===== src/rtl/flappy_pkg.sv =====
// rtl/flappy_pkg.sv - shared types and geometry constants for the flappy game blocks
package flappy_pkg;

    typedef enum logic [1:0] {
        ST_IDLE  = 2'd0,
        ST_PLAY  = 2'd1,
        ST_DYING = 2'd2,
        ST_OVER  = 2'd3
    } game_state_e;

    typedef logic [3:0] bcd_digit_t;

    localparam int SPRITE_H = 32;
    localparam int BIRD_X   = 160;
    localparam int FLOOR_Y  = 448;

    // Packed 4-digit BCD increment with ripple carry; holds at 9999.
    function automatic logic [15:0] bcd4_inc(input logic [15:0] v);
        logic [15:0] r;
        logic        carry;
        bcd_digit_t  d;
        r     = v;
        carry = 1'b1;
        if (v != 16'h9999) begin
            for (int i = 0; i < 4; i++) begin
                d = v[i*4 +: 4];
                if (carry) begin
                    if (d == 4'd9) begin
                        r[i*4 +: 4] = 4'd0;
                        carry       = 1'b1;
                    end else begin
                        r[i*4 +: 4] = d + 4'd1;
                        carry       = 1'b0;
                    end
                end
            end
        end
        return r;
    endfunction

endpackage


===== src/rtl/bcd_counter4.sv =====
// rtl/bcd_counter4.sv - 4-digit BCD counter with clear, increment and 9999 saturation
module bcd_counter4 (
    input  logic        clk,
    input  logic        rst_n,
    input  logic        clr,
    input  logic        inc,
    output logic [15:0] count
);
    import flappy_pkg::*;

    logic [15:0] count_q;
    logic [15:0] count_d;

    // Clear has priority over increment.
    always_comb begin
        count_d = count_q;
        if (clr) begin
            count_d = 16'h0000;
        end else if (inc) begin
            count_d = bcd4_inc(count_q);
        end
    end

    // Count register.
    always_ff @(posedge clk or negedge rst_n) begin
        if (!rst_n) begin
            count_q <= 16'h0000;
        end else begin
            count_q <= count_d;
        end
    end

    assign count = count_q;

endmodule


===== src/rtl/flappy_game_ctrl.sv =====
// rtl/flappy_game_ctrl.sv - round sequencer, flap conditioning, collision detect and scoring
module flappy_game_ctrl #(
    parameter int FLOOR_Y         = 448,
    parameter int SPRITE_H        = 32,
    parameter int DEBOUNCE_CYCLES = 250000,
    parameter int DYING_FRAMES    = 60
) (
    input  logic        clk,
    input  logic        reset,
    input  logic        button,
    input  logic        frame_tick,
    input  logic        bright,
    input  logic        sprite_on,
    input  logic        pipe_on,
    input  logic [9:0]  bird_y,
    input  logic        pipe_passed,
    output logic        game_run,
    output logic        world_reset,
    output logic        flap,
    output logic [15:0] score,
    output logic [15:0] high_score,
    output logic [1:0]  state
);
    import flappy_pkg::*;

    localparam int LW = $clog2(DEBOUNCE_CYCLES + 1);
    localparam int FW = $clog2(DYING_FRAMES + 1);

    logic          btn_s1_q, btn_s1_d;
    logic          btn_s2_q, btn_s2_d;
    logic          btn_s3_q, btn_s3_d;
    logic [LW-1:0] lock_q, lock_d;
    game_state_e   state_q, state_d;
    logic          hit_q, hit_d;
    logic [FW-1:0] fcnt_q, fcnt_d;
    logic [15:0]   high_q, high_d;
    logic          game_run_q, game_run_d;
    logic          world_reset_q, world_reset_d;
    logic          flap_q, flap_d;

    logic          accepted;
    logic          collide;
    logic          floor_hit;
    logic [10:0]   floor_sum;
    logic          score_clr;
    logic          score_inc;
    logic [15:0]   score_w;

    // Button synchroniser, edge detect and post-accept lockout.
    always_comb begin
        btn_s1_d = button;
        btn_s2_d = btn_s1_q;
        btn_s3_d = btn_s2_q;
        accepted = btn_s2_q && !btn_s3_q && (lock_q == '0);
        lock_d   = lock_q;
        if (accepted) begin
            lock_d = LW'(DEBOUNCE_CYCLES - 1);
        end else if (lock_q != '0) begin
            lock_d = lock_q - 1'b1;
        end
    end

    // Collision terms; the floor sum is one bit wider than bird_y so it cannot wrap.
    always_comb begin
        collide   = bright && sprite_on && pipe_on;
        floor_sum = {1'b0, bird_y} + 11'(SPRITE_H);
        floor_hit = (floor_sum >= 11'(FLOOR_Y));
        score_inc = pipe_passed && (state_q == ST_PLAY);
    end

    // Round state machine with registered outputs.
    always_comb begin
        state_d       = state_q;
        hit_d         = hit_q;
        fcnt_d        = fcnt_q;
        high_d        = high_q;
        flap_d        = 1'b0;
        world_reset_d = 1'b0;
        score_clr     = 1'b0;
        case (state_q)
            ST_IDLE: begin
                if (accepted) begin
                    state_d       = ST_PLAY;
                    flap_d        = 1'b1;
                    world_reset_d = 1'b1;
                    score_clr     = 1'b1;
                end
            end
            ST_PLAY: begin
                flap_d = accepted;
                fcnt_d = '0;
                if (frame_tick) begin
                    hit_d = 1'b0;
                    if (hit_q || floor_hit) begin
                        state_d = ST_DYING;
                    end
                end else if (collide) begin
                    hit_d = 1'b1;
                end
            end
            ST_DYING: begin
                if (frame_tick) begin
                    if (fcnt_q == FW'(DYING_FRAMES - 1)) begin
                        state_d = ST_OVER;
                        fcnt_d  = '0;
                        if (score_w > high_q) begin
                            high_d = score_w;
                        end
                    end else begin
                        fcnt_d = fcnt_q + 1'b1;
                    end
                end
            end
            ST_OVER: begin
                if (accepted) begin
                    state_d = ST_IDLE;
                end
            end
            default: state_d = ST_IDLE;
        endcase
        game_run_d = (state_d == ST_PLAY);
    end

    // All control state, cleared asynchronously while reset is low.
    always_ff @(posedge clk or negedge reset) begin
        if (!reset) begin
            btn_s1_q      <= 1'b0;
            btn_s2_q      <= 1'b0;
            btn_s3_q      <= 1'b0;
            lock_q        <= '0;
            state_q       <= ST_IDLE;
            hit_q         <= 1'b0;
            fcnt_q        <= '0;
            high_q        <= 16'h0000;
            game_run_q    <= 1'b0;
            world_reset_q <= 1'b0;
            flap_q        <= 1'b0;
        end else begin
            btn_s1_q      <= btn_s1_d;
            btn_s2_q      <= btn_s2_d;
            btn_s3_q      <= btn_s3_d;
            lock_q        <= lock_d;
            state_q       <= state_d;
            hit_q         <= hit_d;
            fcnt_q        <= fcnt_d;
            high_q        <= high_d;
            game_run_q    <= game_run_d;
            world_reset_q <= world_reset_d;
            flap_q        <= flap_d;
        end
    end

    bcd_counter4 u_score (
        .clk   (clk),
        .rst_n (reset),
        .clr   (score_clr),
        .inc   (score_inc),
        .count (score_w)
    );

    assign game_run    = game_run_q;
    assign world_reset = world_reset_q;
    assign flap        = flap_q;
    assign score       = score_w;
    assign high_score  = high_q;
    assign state       = state_q;

endmodule


===== config.mk =====
export PLATFORM = sky130hd
export DESIGN_NAME = flappy_game_ctrl
export DESIGN_NICKNAME = d
export VERILOG_FILES = /design/src/rtl/flappy_pkg.sv /design/src/rtl/bcd_counter4.sv /design/src/rtl/flappy_game_ctrl.sv
export SDC_FILE = /design/constraint.sdc
export NUM_CORES = 1
export LEC_CHECK = 0
export CELL_PAD_IN_SITES_DETAIL_PLACEMENT = 1
export CELL_PAD_IN_SITES_GLOBAL_PLACEMENT = 1
export CORE_UTILIZATION = 42
export DETAILED_ROUTE_END_ITERATION = 8
export PLACE_DENSITY_LB_ADDON = 0.08
export REMOVE_ABC_BUFFERS = 1
export SYNTH_ARGS = -nofsm -noshare
export SYNTH_HDL_FRONTEND = slang
export SYNTH_SLANG_ARGS = --single-unit
export TNS_END_PERCENT = 10

===== constraint.sdc =====
create_clock -name clk -period 2.65 [get_ports clk]
set_input_delay 0.795 -clock clk [delete_from_list [all_inputs] [get_ports clk]]
set_output_delay 0.795 -clock clk [all_outputs]
set_load 0.1 [all_outputs]

# Yosys cells after proc, flatten, opt, wreduce, memory -nomap -nowiden

Cells that the tools add are included.

Flip-flop bits (word level): 65
Latch bits: 0
Memory bits (writable): 0
Memory bits (read-only): 0
Input port bits: 18
Output and inout port bits: 37
Logic and storage cells: 101
Memories kept: 0

Add/sub/neg operators: 7
Multiply operators: 0
Divide/modulo/power cells: 0
Magnitude comparators: 2
Equal/unequal tests: 11
Shift-type cells: 0
Multiplexer cells: 41
Bitwise logic cells: 0
Reduce and logical (&&, ||, !) cells: 25

Operators with widths:

| cell                  | number |
|---|---|
| $mux 16               | 3 |
| $mux 18               | 2 |
| $mux 4                | 7 |
| $logic_not 18->1      | 1 |
| $mux 1                | 18 |
| $reduce_bool 18->1    | 1 |
| $sub 18x1->18 const B | 1 |
| $add 4x1->4 const B   | 4 |
| $eq 4x4->1 const B    | 4 |
| $gt 16x16->1          | 1 |
| $ne 16x16->1 const B  | 1 |
| $reduce_bool 2->1     | 8 |
| $mux 2                | 6 |
| $mux 6                | 2 |
| $pmux 6 s2            | 1 |
| $add 10x6->11 const B | 1 |
| $ge 11x9->1 const B   | 1 |
| $reduce_and 3->1      | 3 |
| $pmux 2 s4            | 1 |
| $add 6x1->6 const B   | 1 |
| $eq 6x6->1 const B    | 1 |
| $reduce_and 2->1      | 3 |
| $logic_and 1x1->1     | 5 |
| $eq 2x1->1 const B    | 2 |
| 7 further kinds       | 8 |

# Logic depth before layout (Yosys ltp)

Gate-level depths: netlist (run 1).

Depth in word-level cells: 18
Gate-level depth with buffers: 10
Gate-level depth less buffers: 7

# Cells and area by module

From an unflattened synthesis (run 1), not the netlist that was laid out.

Cells, all modules: 358
Area total of the unflattened synthesis: 3638.5 um^2

Modules (own cells, without submodules):

| module           | instances | cells each | area an instance (um^2) | seq. area each (um^2) |
|---|---|---|---|---|
| flappy_game_ctrl | 1         | 253        | 2640.0                  | 1226.2 |
| bcd_counter4     | 1         | 105        | 998.5                   | 400.4 |

# Worst setup path after synthesis (run 1)

OpenSTA, ideal clock, no wires.

Path kind: register -> register
Start point: reg high_q[15] (netlist: high_score[15])
End point: reg high_q[9] (netlist: high_score[9])
Library setup time: 0.087 ns
Data arrival time: 3.028 ns
Required time: 2.563 ns
Slack: -0.465 ns
Stages on the path, launching flop included: 10
Cell sequence: dfrtp_1 inv_1 ha_1 and4_1 clkbuf_1 nand3_1 a211oi_1 clkbuf_1 o311ai_0 o211ai_1

Longest elaborated chain between the ends: 2

Ends and longest elaborated chain:

| what                              | RTL line                | RTL |
|---|---|---|
| from (decl)                       | flappy_game_ctrl.sv:36  | `logic [15:0] high_q, high_d;` |
| from (signal assigned)            | flappy_game_ctrl.sv:146 | `high_q <= high_d;` |
| $gt 16x16->1                      | flappy_game_ctrl.sv:106 | `if (score_w > high_q) begin` |
| $reduce_and 4->1 (no source line) | --                      |  |

No other way between the ends.
A chain may end at the register's enable or synchronous reset.

# Worst setup path in the final report (run 1)

Start point: reg lock_q[0]
End point: reg state_q[0] (netlist: state[0])

Longest elaborated chain between the ends: 4
Elaborated cells on any way between the ends: 5

Ends and longest elaborated chain:

| what                             | RTL line                                        | RTL |
|---|---|---|
| from (decl)                      | flappy_game_ctrl.sv:32                          | `logic [LW-1:0] lock_q, lock_d;` |
| from (signal assigned)           | flappy_game_ctrl.sv:142                         | `lock_q <= lock_d;` |
| $logic_not 18->1 (*)             | flappy_game_ctrl.sv:54                          | `accepted = btn_s2_q && !btn_s3_q && (lock_q == '0);` |
| $logic_and 1x1->1 (*)            | flappy_game_ctrl.sv:54                          |  |
| $mux 2, on equally long branches | flappy_game_ctrl.sv:115, flappy_game_ctrl.sv:82 |  |
| $pmux 2 s4 (*)                   | flappy_game_ctrl.sv:80                          | `case (state_q)` |
| via state_d[0]                   | flappy_game_ctrl.sv:33                          | `game_state_e state_q, state_d;` |
| to (signal assigned)             | flappy_game_ctrl.sv:143                         | `state_q <= state_d;` |
| to (decl)                        | flappy_game_ctrl.sv:33                          |  |

The timed path passes the listed nets; every way through them passes the cells marked *.

==> results of run 1 <==
-- worst min-delay path by stage --
stage                         from        to  slack [ns]  depth (start not counted)
after CTS                 btn_s1_q  btn_s2_q        0.36                          0
after floorplan           btn_s1_q  btn_s2_q        0.33                          0
after global placement    btn_s1_q  btn_s2_q        0.33                          0
final                     btn_s1_q  btn_s2_q        0.35                          0
after detailed placement  btn_s1_q  btn_s2_q        0.34                          0
after global routing      btn_s1_q  btn_s2_q        0.36                          0
-- synthesized netlist by cell type, drive strengths merged (2+ instances only) --
master   count
nand3       26
nand4bb      2
nor3b        3
a211oi      20
nand4        8
xnor2        8
nand2       22
and3         3
xor2         8
or4          6
or3          4
o31ai        3
a31oi        2
o21ai       20
nor3        11
inv         23
nor4         7
a211o        3
a21o         6
o211ai      17
o311ai      16
mux2i        7
a21oi       14
or2          2
buf          3
and3b        2
nor2        31
dfrtp       65
nor2b       11
nand3b       2
clkbuf      17
ha          20
-- area by class of cell --
| type | instances | area, µm² | area share (%) |
|---|---|---|---|
| clock buffer | 9 | 124 | 2.65 |
| clock inverter | 7 | 71.3 | 1.53 |
| inverter | 23 | 86.3 | 1.85 |
| multi-input combinational | 297 | 2030 | 43.5 |
| sequential | 65 | 1630 | 34.9 |
| tap | 108 | 135 | 2.90 |
| timing repair buffer | 71 | 596 | 12.8 |
-- critical path: stages, from the launching register on --
cell and delay [ns]:
dfrtp_1 0.41, inv_1 0.12, ha_1 0.15, or4b_1 0.45, or4_4 0.52, nor2_1 0.37, nor2_1 0.11, o32ai_1 0.22
-- metal layers --
layer / global-route usage (%) / share of wire, % / up-vias
met5: 0 / 0 / -
met4: 6.79 / 1.4 / 0
met3: 3.74 / 4.5 / 13
met2: 38.8 / 48 / 64
met1: 32.7 / 46 / 1743
li1: - / - / 1648
-- flip-flops by register name, summed over array words and instances (netlist names) --
register	flops
btn_s3_q	1
btn_s1_q	1
fcnt_q	6
flap	1
btn_s2_q	1
state	2
high_score	16
lock_q	18
hit_q	1
game_run	1
world_reset	1
u_score.count	16
-- timing repair --
| item | 4_1_cts | 5_1_grt |
|---|---|---|
| resized for setup | 1 | 0 |
| buffers inserted | 0 | 0 |
| setup endpoints to repair | 2 | 0 |
-- logic make-up (layout without fill, tap and decap cells) --
group	after synthesis	count (layout)	synth area share (%)
compound gates	109	109	20.1
flops	65	65	42.5
fa+ha+maj	20	20	6.53
mux	7	7	1.83
simple gates	145	145	20.7
xor+xnor	16	16	3.66
buf+inv	43	110	4.64
-- cell usage in the layout (no fill, tap or decap), types with 3 or more instances in the layout --
| cell type | netlist | final |
|---|---|---|
| xor2_1 | 8 | 8 |
| nor3b_1 | 3 | 3 |
| or3_1 | 4 | 4 |
| buf_12 | 0 | 3 |
| nand2_1 | 22 | 22 |
| clkbuf_8 | 0 | 9 |
| o211ai_1 | 17 | 17 |
| nor3_1 | 10 | 10 |
| o21ai_0 | 18 | 18 |
| nand4_1 | 8 | 8 |
| nor2_1 | 31 | 30 |
| dfrtp_1 | 65 | 65 |
| o311ai_0 | 16 | 16 |
| nand3_1 | 26 | 26 |
| xnor2_1 | 8 | 8 |
| clkinvlp_4 | 0 | 3 |
| nor2b_1 | 11 | 11 |
| inv_1 | 23 | 23 |
| buf_4 | 0 | 56 |
| a211o_1 | 3 | 3 |
| and3_1 | 3 | 3 |
| clkdlybuf4s50_1 | 0 | 11 |
| nor4_1 | 6 | 6 |
| o31ai_1 | 3 | 3 |
| a21oi_1 | 14 | 14 |
| a21o_1 | 6 | 6 |
| ha_1 | 20 | 20 |
| a211oi_1 | 19 | 19 |
| or4_1 | 4 | 4 |
| mux2i_1 | 7 | 7 |
-- where the power goes --
| group | internal [mW] | leakage (nW) | switching [mW] |
|---|---|---|---|
| clock network | 0.432 | 0.0912 | 0.431 |
| logic | 0.377 | 1.29 | 0.811 |
| registers | 1.20 | 0.748 | 0.298 |
| total | 2.01 | 2.13 | 1.54 |
==> run summary, run 1 <==
* Post-Route WL: 10,700 µm
* reg-to-reg critical path startpoint: lock_q[0]
* Total Negative Setup Slacks: 0 ns
* flip-flop and latch count after synthesis: 65
* Synth warnings: 0
* utilization after layout: 53.3%
* Reg-to-Reg End: state[0]
* via count of the first global-routing pass: 3,539
* CTS root buf: clkbuf_8
* Site Rows: 34
* static leakage power: 2.13 nW
* pwr dens: 761 nW/µm²
* Worst Setup Path Type: reg2reg
* final worst-path setup slack: 0.177 ns
* Slew Viols, Final: 0
* launching element type of the critical path: register
* setup slack after placement: 0.0162 ns
* Avg Synthesized Cell Area: 9.46 µm²
* Clk pin slew, worst setup/hold paths: 0.08 ns
* clock latency on the worst-skew pair: 0.36 ns
* vias per cell: 5.98
* 1st-pass router iterations: 4
* global-route wire length before repair: 18,100 µm
* initial antenna violation count: 0
* final count of negative-setup-slack endpoints: 0
* RePlAce Congestion: 0.783
* proportion of synthesized chip area in sequential cells: 42.5%
* final antenna-violating net count: 0
* vias: 3,468
* core footprint: 8760 µm²
* TritonCTS clock tree: built
* actual slew at the worst max-slew pin: 0.710 ns
* CTS Hold Buffers Added: 0
* total CTS buffers: 9
* fraction of synthesized cell area taken by the top area cell type: 42.5%
* Die Footprint: 9500 µm²
* Post-Layout Cell Count: 580
* maximum buffer depth of the clock tree: 2
* maxcap violations: 0
* gate count after technology mapping: 405
* GRT Residual Overflow: 0
* Yosys cell types: 52
* largest net degree at the start of global routing: 33
* number of inserted diodes: 0
* worst hold path class: reg2reg
* sum of net half-perimeters after detailed placement: 7460 µm
* flip-flop cell with the highest count after synthesis: dfrtp_1
* run status: completed
* DRC Markers: 0
* worst reg2reg setup slack: 0.18 ns
* total routing resource utilization after global routing: 23.8%
* critical path capture point type: register
* critical path startpoint: lock_q[0]
* clk sink count: 65
* total number of H-tree levels: 3
* Initial DRC Count: 140
* dominant cell type by area after synthesis: dfrtp_1
* Required @ worst endpoint: 2.91 ns
* total cell area at the placement stage: 4470 µm²
* number of enable flip-flop cells after synthesis: 0
* die outline width: 97.5 µm
* Peak VDD IR: 565 µV
* Cell Area, Synth: 3830 µm²
* Worst slew margin: 52.6%
* wire per inst: 18.4 µm
* post-route minimum period: 2.47 ns
* Layout Nets: 505
* worst path arrival time: 2.73 ns
* proportion of layout cells with a drive suffix above 1: 17.6%
* Area growth syn-to-layout: 21.9%
* port bufs: 49
* Worst setup endpoint: state[0]
* Async S/R FF share, synth: 100%
* Area contributors post-synth: dfrtp_1 42%, ha_1 6.5%, a211oi_1 3.7%
* placed cells: 564
* Overall Power: 3.55 mW
* reg2reg path depth: 7
* top-level port count: 55
* count of filler cells inserted in the layout: 1,041
* setup repair after global routing missed its margin: false
* clock skew after layout: 0.00963 ns
* final design instance area without fill: 4670 µm²
* tightest hold margin: 0.355 ns
* die outline height: 97.5 µm
* starting density of the core: 43.7%
* hold violation total from the final report: 0
* post-route fraction of the period consumed by the critical path: 93.3%
* biggest fanout along the worst timing path: 11
* highest clock frequency the design can meet: 0.404 GHz
(Power assumes the default switching activity.)
==> run 2, diff against run 1 <==
- CTS_CLUSTER_DIAMETER: not set -> 30
- PLACE_DENSITY: not set -> 0.82
- PLACE_DENSITY_LB_ADDON: 0.08 -> not set
==> run 2 against run 1 <==
Compared with the run above:
- combinational power is essentially flat
- global-route usage fell by 0.71 points
- die area unchanged
- setup slack improved by 0.0016 ns
- core utilization down 0.79 points
- non-clock buffer count fell by 5
- sequential share of layout area is 0.52 points higher
- critical path type unchanged
- highest routed layer unchanged
==> run summary, run 2 (same netlist as run 1, synthesis figures left out) <==
* internal power: 2.03 mW, was 2.01 mW
* Post-Layout Cell Count: 575, was 580
* sequential fraction of design power: 42.6%, was 42.2%
* sum of net half-perimeters after detailed placement: 7280 µm, was 7460 µm
* clock latency on the worst-skew pair: 0.34 ns, was 0.36 ns
* switching share of power: 42.2%, was 43.4%
* CP max-delay cell: or4_4, unchanged
* RePlAce Congestion: 0.822, was 0.783
* Peak VDD IR: 568 µV, was 565 µV
* total CTS buffers: 9, unchanged
* reg2reg path depth: 7, unchanged
* Required @ worst endpoint: 2.88 ns, was 2.91 ns
* vias: 3,405, was 3,468
* pwr dens: 765 nW/µm², was 761 nW/µm²
* highest clock frequency the design can meet: 0.405 GHz, was 0.404 GHz
* Initial DRC Count: 116, was 140
* core footprint: 8760 µm², unchanged
* max incr delay on CP: 0.52 ns, about the same
* worst-case hold path end point: btn_s3_q, was btn_s2_q
* largest net degree at the start of global routing: 66, was 33
* clk sink count: 65, unchanged
* clock network fraction of total power: 23.6%, was 24.3%
* CTS root buf: clkbuf_8, unchanged
* Reg-to-Reg End: lock_q[2], was state[0]
* biggest fanout along the worst timing path: 11, unchanged
* actual slew at the worst max-slew pin: 0.646 ns, was 0.710 ns
* proportion of layout cells with a drive suffix above 1: 16.1%, was 17.6%
* leading cell type in the layout, fill and taps excluded: dfrtp_1, unchanged
* count of filler cells inserted in the layout: 1,040, was 1,041
* ordered list of cells on the worst path: inv_1, ha_1, or4b_1, or4_4, nor3_2, o21bai_1, mux2i_1, was inv_1, ha_1, or4b_1, or4_4, nor2_1, nor2_1, o32ai_1
* Worst slew margin: 56.9%, was 52.6%
* Layout Nets: 500, was 505
* utilization after layout: 52.5%, was 53.3%
* run status: completed, unchanged
* Die Footprint: 9500 µm², unchanged
* maximum buffer depth of the clock tree: 2, unchanged
* port bufs: 49, unchanged
* final count of negative-setup-slack endpoints: 0, unchanged
* wire per inst: 17.9 µm, was 18.4 µm
* most flop-heavy register: lock_q, unchanged
* GRT Residual Overflow: 0, unchanged
* Post-Route WL: 10,300 µm, was 10,700 µm
* vias per cell: 5.92, was 5.98
* Clk pin slew, worst setup/hold paths: 0.07 ns, was 0.08 ns
* post-route fraction of the period consumed by the critical path: 93.3%, about the same
* max FFs per register: 18, unchanged
* global-route wire length before repair: 17,800 µm, was 18,100 µm
* static leakage power: 2.11 nW, was 2.13 nW
* relative contribution of combinational cells to total power: 33.8%, was 33.5%
* net switching power: 1.48 mW, was 1.54 mW
* clock skew after layout: 0.00806 ns, was 0.00963 ns
* hold violation total from the final report: 0, unchanged
* Area growth syn-to-layout: 20.1%, was 21.9%
* worst reg2reg setup slack: 0.18 ns, about the same
* post-route minimum period: 2.47 ns, about the same
* TritonCTS clock tree: built, unchanged
* final antenna-violating net count: 0, unchanged
* Site Rows: 34, unchanged
* worst path arrival time: 2.70 ns, was 2.73 ns
* Hold Crit Depth: 0, unchanged
* worst hold path class: reg2reg, unchanged
* top-level port count: 55, unchanged
* placed cells: 559, was 564
* maxcap violations: 0, unchanged
* most used cells in the layout excluding fill and tap cells: 65 x dfrtp_1, 53 x buf_4, 30 x nor2_1, 26 x nand3_1, 23 x inv_1, was 65 x dfrtp_1, 56 x buf_4, 30 x nor2_1, 26 x nand3_1, 23 x inv_1
* number of inserted diodes: 0, unchanged
* reg-to-reg critical path startpoint: lock_q[0], unchanged
* launching element type of the critical path: register, unchanged
* starting density of the core: 43.7%, unchanged
* Post-CTS Setup Bufs: 0, unchanged
* Worst Setup Path Type: reg2reg, unchanged
* critical path capture point type: register, unchanged
* die outline height: 97.5 µm, unchanged
* DRC Markers: 0, unchanged
* startpoint of the lowest-slack hold path: btn_s2_q, was btn_s1_q
* CTS Hold Buffers Added: 0, unchanged
* 1st-pass router iterations: 4, unchanged
* Slew Viols, Final: 0, unchanged
* die outline width: 97.5 µm, unchanged
* via count of the first global-routing pass: 3,542, was 3,539
* setup repair after global routing missed its margin: false, unchanged
* total number of H-tree levels: 3, unchanged
* initial antenna violation count: 0, unchanged
* total routing resource utilization after global routing: 23.1%, was 23.8%
run 2: final cells by class:
type,instances,area [µm²],share of cell area (%)
clock buffer,13,149,3.24
clock inverter,3,40.0,0.871
inverter,23,86.3,1.88
multi-input combinational,297,2030,44.1
sequential,65,1630,35.4
tap,108,135,2.94
timing repair buffer,66,533,11.6
run 2: worst max path at each step:
stage,start,to,slack (ns),cells past startpoint
2_1_floorplan,high_score[15],high_score[8],-0.74,7
3_3_place_gp,u_score.count[15],high_score[4],0.16,6
3_5_place_dp,bird_y[5],state[0],0.11,7
4_1_cts,u_score.count[15],high_score[9],0.12,6
5_1_grt,lock_q[0],state[0],0.003,7
6_report,lock_q[0],lock_q[2],0.18,7
run 2: layer usage:
| metal | part of all wire, % | vias up | track usage, % |
|---|---|---|---|
| met2 | 50 | 54 | 38.1 |
| li1 | - | 1637 | - |
| met4 | 1.3 | 0 | 5.88 |
| met5 | 0 | - | 0 |
| met1 | 46 | 1701 | 30.7 |
| met3 | 2.9 | 13 | 4.89 |
run 2: power by group through the flow:
stage                     Clock, mW  Combinational, mW  Sequential [mW]
after floorplan                   0              0.464             1.87
after global placement            0               1.15             1.49
after detailed placement          0               1.19             1.51
after CTS                     0.858               1.20             1.50
after global routing          0.894               1.29             1.54
final                         0.831               1.19             1.50
run 2: metrics by stage:
stage                     worst slack (ns)  TNS, ns  hold slack, ns  power, mW  cell area [µm²]
after floorplan                     -0.743   -11.85           0.331       2.33             3740
after global placement               0.163        0           0.337       2.64             4410
after detailed placement             0.113        0           0.347       2.71             4410
after CTS                            0.123        0           0.371       3.55             4600
after global routing               0.00343        0           0.386       3.73             4600
final                                0.179        0           0.368       3.52             4600
run 2: worst max-delay path, delay by kind of cell (launching register included):
kind / cells / cell delay, ns
adders and majority gates: 1 / 0.17
muxes: 1 / 0.08
and+or+nand+nor: 3 / 1.39
AOI/OAI and AO/OA: 1 / 0.19
DFF: 1 / 0.40
buffers and inverters: 1 / 0.12
run 2: timing repair:
action	CTS	global route
resized for setup	0	1
endpoints found under the hold margin	0	0
setup endpoints to repair	0	16
==> run 3, diff against run 2 <==
- REMOVE_ABC_BUFFERS: 1 -> not set
==> run 3 against run 2 <==
Compared with the run above:
- clock skew down 0.0024 ns
- sequential cell count unchanged
- core utilization up 0.87 points
- critical path type unchanged
- highest routed layer unchanged
==> run summary, run 3 (same netlist as run 1, synthesis figures left out) <==
* layer carrying the most global-route usage: met2, unchanged
* clock skew after layout: 0.00563 ns, was 0.00806 ns
* largest net degree at the start of global routing: 66, unchanged
* pwr dens: 775 nW/µm², was 765 nW/µm²
* Peak VDD IR: 514 µV, was 568 µV
* reg-to-reg critical path startpoint: high_score[10], was lock_q[0]
* Slew Viols, Final: 0, unchanged
* Post-Route WL: 11,300 µm, was 10,300 µm
* die outline width: 97.5 µm, unchanged
* Worst Setup Path Type: reg2reg, unchanged
* setup repair after global routing missed its margin: false, unchanged
* initial antenna violation count: 0, unchanged
* Worst slew margin: 53.1%, was 56.9%
* wire per inst: 19.6 µm, was 17.9 µm
* Post-Syn Nets: 443
* total number of H-tree levels: 3, unchanged
* post-route fraction of the period consumed by the critical path: 94.8%, was 93.3%
* hold violation total from the final report: 0, unchanged
* port bufs: 49, unchanged
* Post-CTS Setup Bufs: 0, unchanged
* worst reg2reg setup slack: 0.14 ns, was 0.18 ns
* final antenna-violating net count: 0, unchanged
* proportion of layout cells with a drive suffix above 1: 20.1%, was 16.1%
* DRC Markers: 0, unchanged
* maxcap violations: 0, unchanged
* GRT Residual Overflow: 0, unchanged
* highest clock frequency the design can meet: 0.398 GHz, was 0.405 GHz
* biggest fanout along the worst timing path: 16, was 11
* Total Negative Setup Slacks: 0 ns, unchanged
* number of inserted diodes: 0, unchanged
* utilization after layout: 53.3%, was 52.5%
* Die Footprint: 9500 µm², unchanged
* final design instance area without fill: 4670 µm², was 4600 µm²
* starting density of the core: 43.7%, unchanged
* total cell area at the placement stage: 4470 µm², was 4410 µm²
* launching element type of the critical path: register, unchanged
* post-route minimum period: 2.51 ns, was 2.47 ns
* RePlAce Congestion: 0.890, was 0.822
* 1st-pass router iterations: 4, unchanged
* M2 GR Usage: 40.7%, was 38.1%
* static leakage power: 2.11 nW, about the same
* Initial DRC Count: 114, was 116
* startpoint of the lowest-slack hold path: btn_s1_q, was btn_s2_q
* critical path startpoint: high_score[10], was lock_q[0]
* total CTS buffers: 9, unchanged
* clock latency on the worst-skew pair: 0.35 ns, was 0.34 ns
* worst hold path class: reg2reg, unchanged
* via count of the first global-routing pass: 3,595, was 3,542
* M3 GR Usage: 3.67%, was 4.89%
* core footprint: 8760 µm², unchanged
* critical path capture point type: register, unchanged
* worst path arrival time: 2.72 ns, was 2.70 ns
* most flop-heavy register: lock_q, unchanged
* Clk pin slew, worst setup/hold paths: 0.08 ns, was 0.07 ns
* vias per cell: 6.11, was 5.92
* leading cell type in the layout, fill and taps excluded: buf_4, was dfrtp_1
* most used cells in the layout excluding fill and tap cells: 53 x buf_4, 50 x dfrtp_1, 30 x nor2_1, 26 x nand3_1, 23 x inv_1, was 65 x dfrtp_1, 53 x buf_4, 30 x nor2_1, 26 x nand3_1, 23 x inv_1
* die outline height: 97.5 µm, unchanged
* global-route wire length before repair: 19,000 µm, was 17,800 µm
* TritonCTS clock tree: built, unchanged
* vias: 3,522, was 3,405
* Required @ worst endpoint: 2.86 ns, was 2.88 ns
* clk sink count: 65, unchanged
* actual slew at the worst max-slew pin: 0.701 ns, was 0.646 ns
* Site Rows: 34, unchanged
* max FFs per register: 18, unchanged
* final count of negative-setup-slack endpoints: 0, unchanged
* total routing resource utilization after global routing: 25.1%, was 23.1%
* post-CTS resize count: 2, was 0
* maximum buffer depth of the clock tree: 2, unchanged
* CTS Hold Buffers Added: 0, unchanged
* Area growth syn-to-layout: 22.1%, was 20.1%
* Layout Nets: 501, was 500
* CTS root buf: clkbuf_8, unchanged
* sum of net half-perimeters after detailed placement: 7770 µm, was 7280 µm
* met1 Track Usage GR: 34.1%, was 30.7%
* run status: completed, unchanged
* top-level port count: 55, unchanged
[run 3: final timing paths]
kind                             endpoint  cells past startpoint
setup / recovery           high_score[12]                      7
hold / removal                   btn_s2_q                      0
setup reg to reg           high_score[12]                      7
hold reg to reg                  btn_s2_q                      0
max in group asynchronous   high_score[9]                      2
min in group asynchronous      lock_q[13]                      2
[run 3: stage by stage]
stage	setup WS (ns)	total power, mW	hold WS, ns	cells
after global placement	0.145	2.67	0.346	560
after floorplan	0.00457	2.34	0.331	405
final	0.139	3.62	0.364	576
after global routing	0.00878	3.82	0.378	576
after detailed placement	-0.00399	2.75	0.348	560
after CTS	0.135	3.64	0.366	576
[run 3: final cells by class]
type	instances	area, µm²
Clock buffer	11	141
Clock inverter	5	55.1
Fill cell	1038	4090
Inverter	23	86.3
Multi-Input combinational cell	297	2040
Sequential cell	65	1660
Tap cell	108	135
Timing Repair Buffer	67	553
[run 3: layer usage]
layer	routed length, µm	share of wire [%]
met1	5140	46
met3	391	3.5
met4	184	1.6
met5	0	0
met2	5570	49
[run 3: where the power goes]
part           switching, mW  total (mW)  internal (mW)
sequential             0.296        1.50           1.20
combinational          0.862        1.25          0.389
clock                  0.417       0.874          0.457
total                   1.57        3.62           2.05
[run 3: worst max-delay path: stages, from the launching register on]
cell and delay (ns):
dfrtp_4 0.48, inv_1 0.10, ha_1 0.25, and3_1 0.21, a221o_1 0.37, a21o_1 0.38
o311ai_0 0.43, o211ai_1 0.15
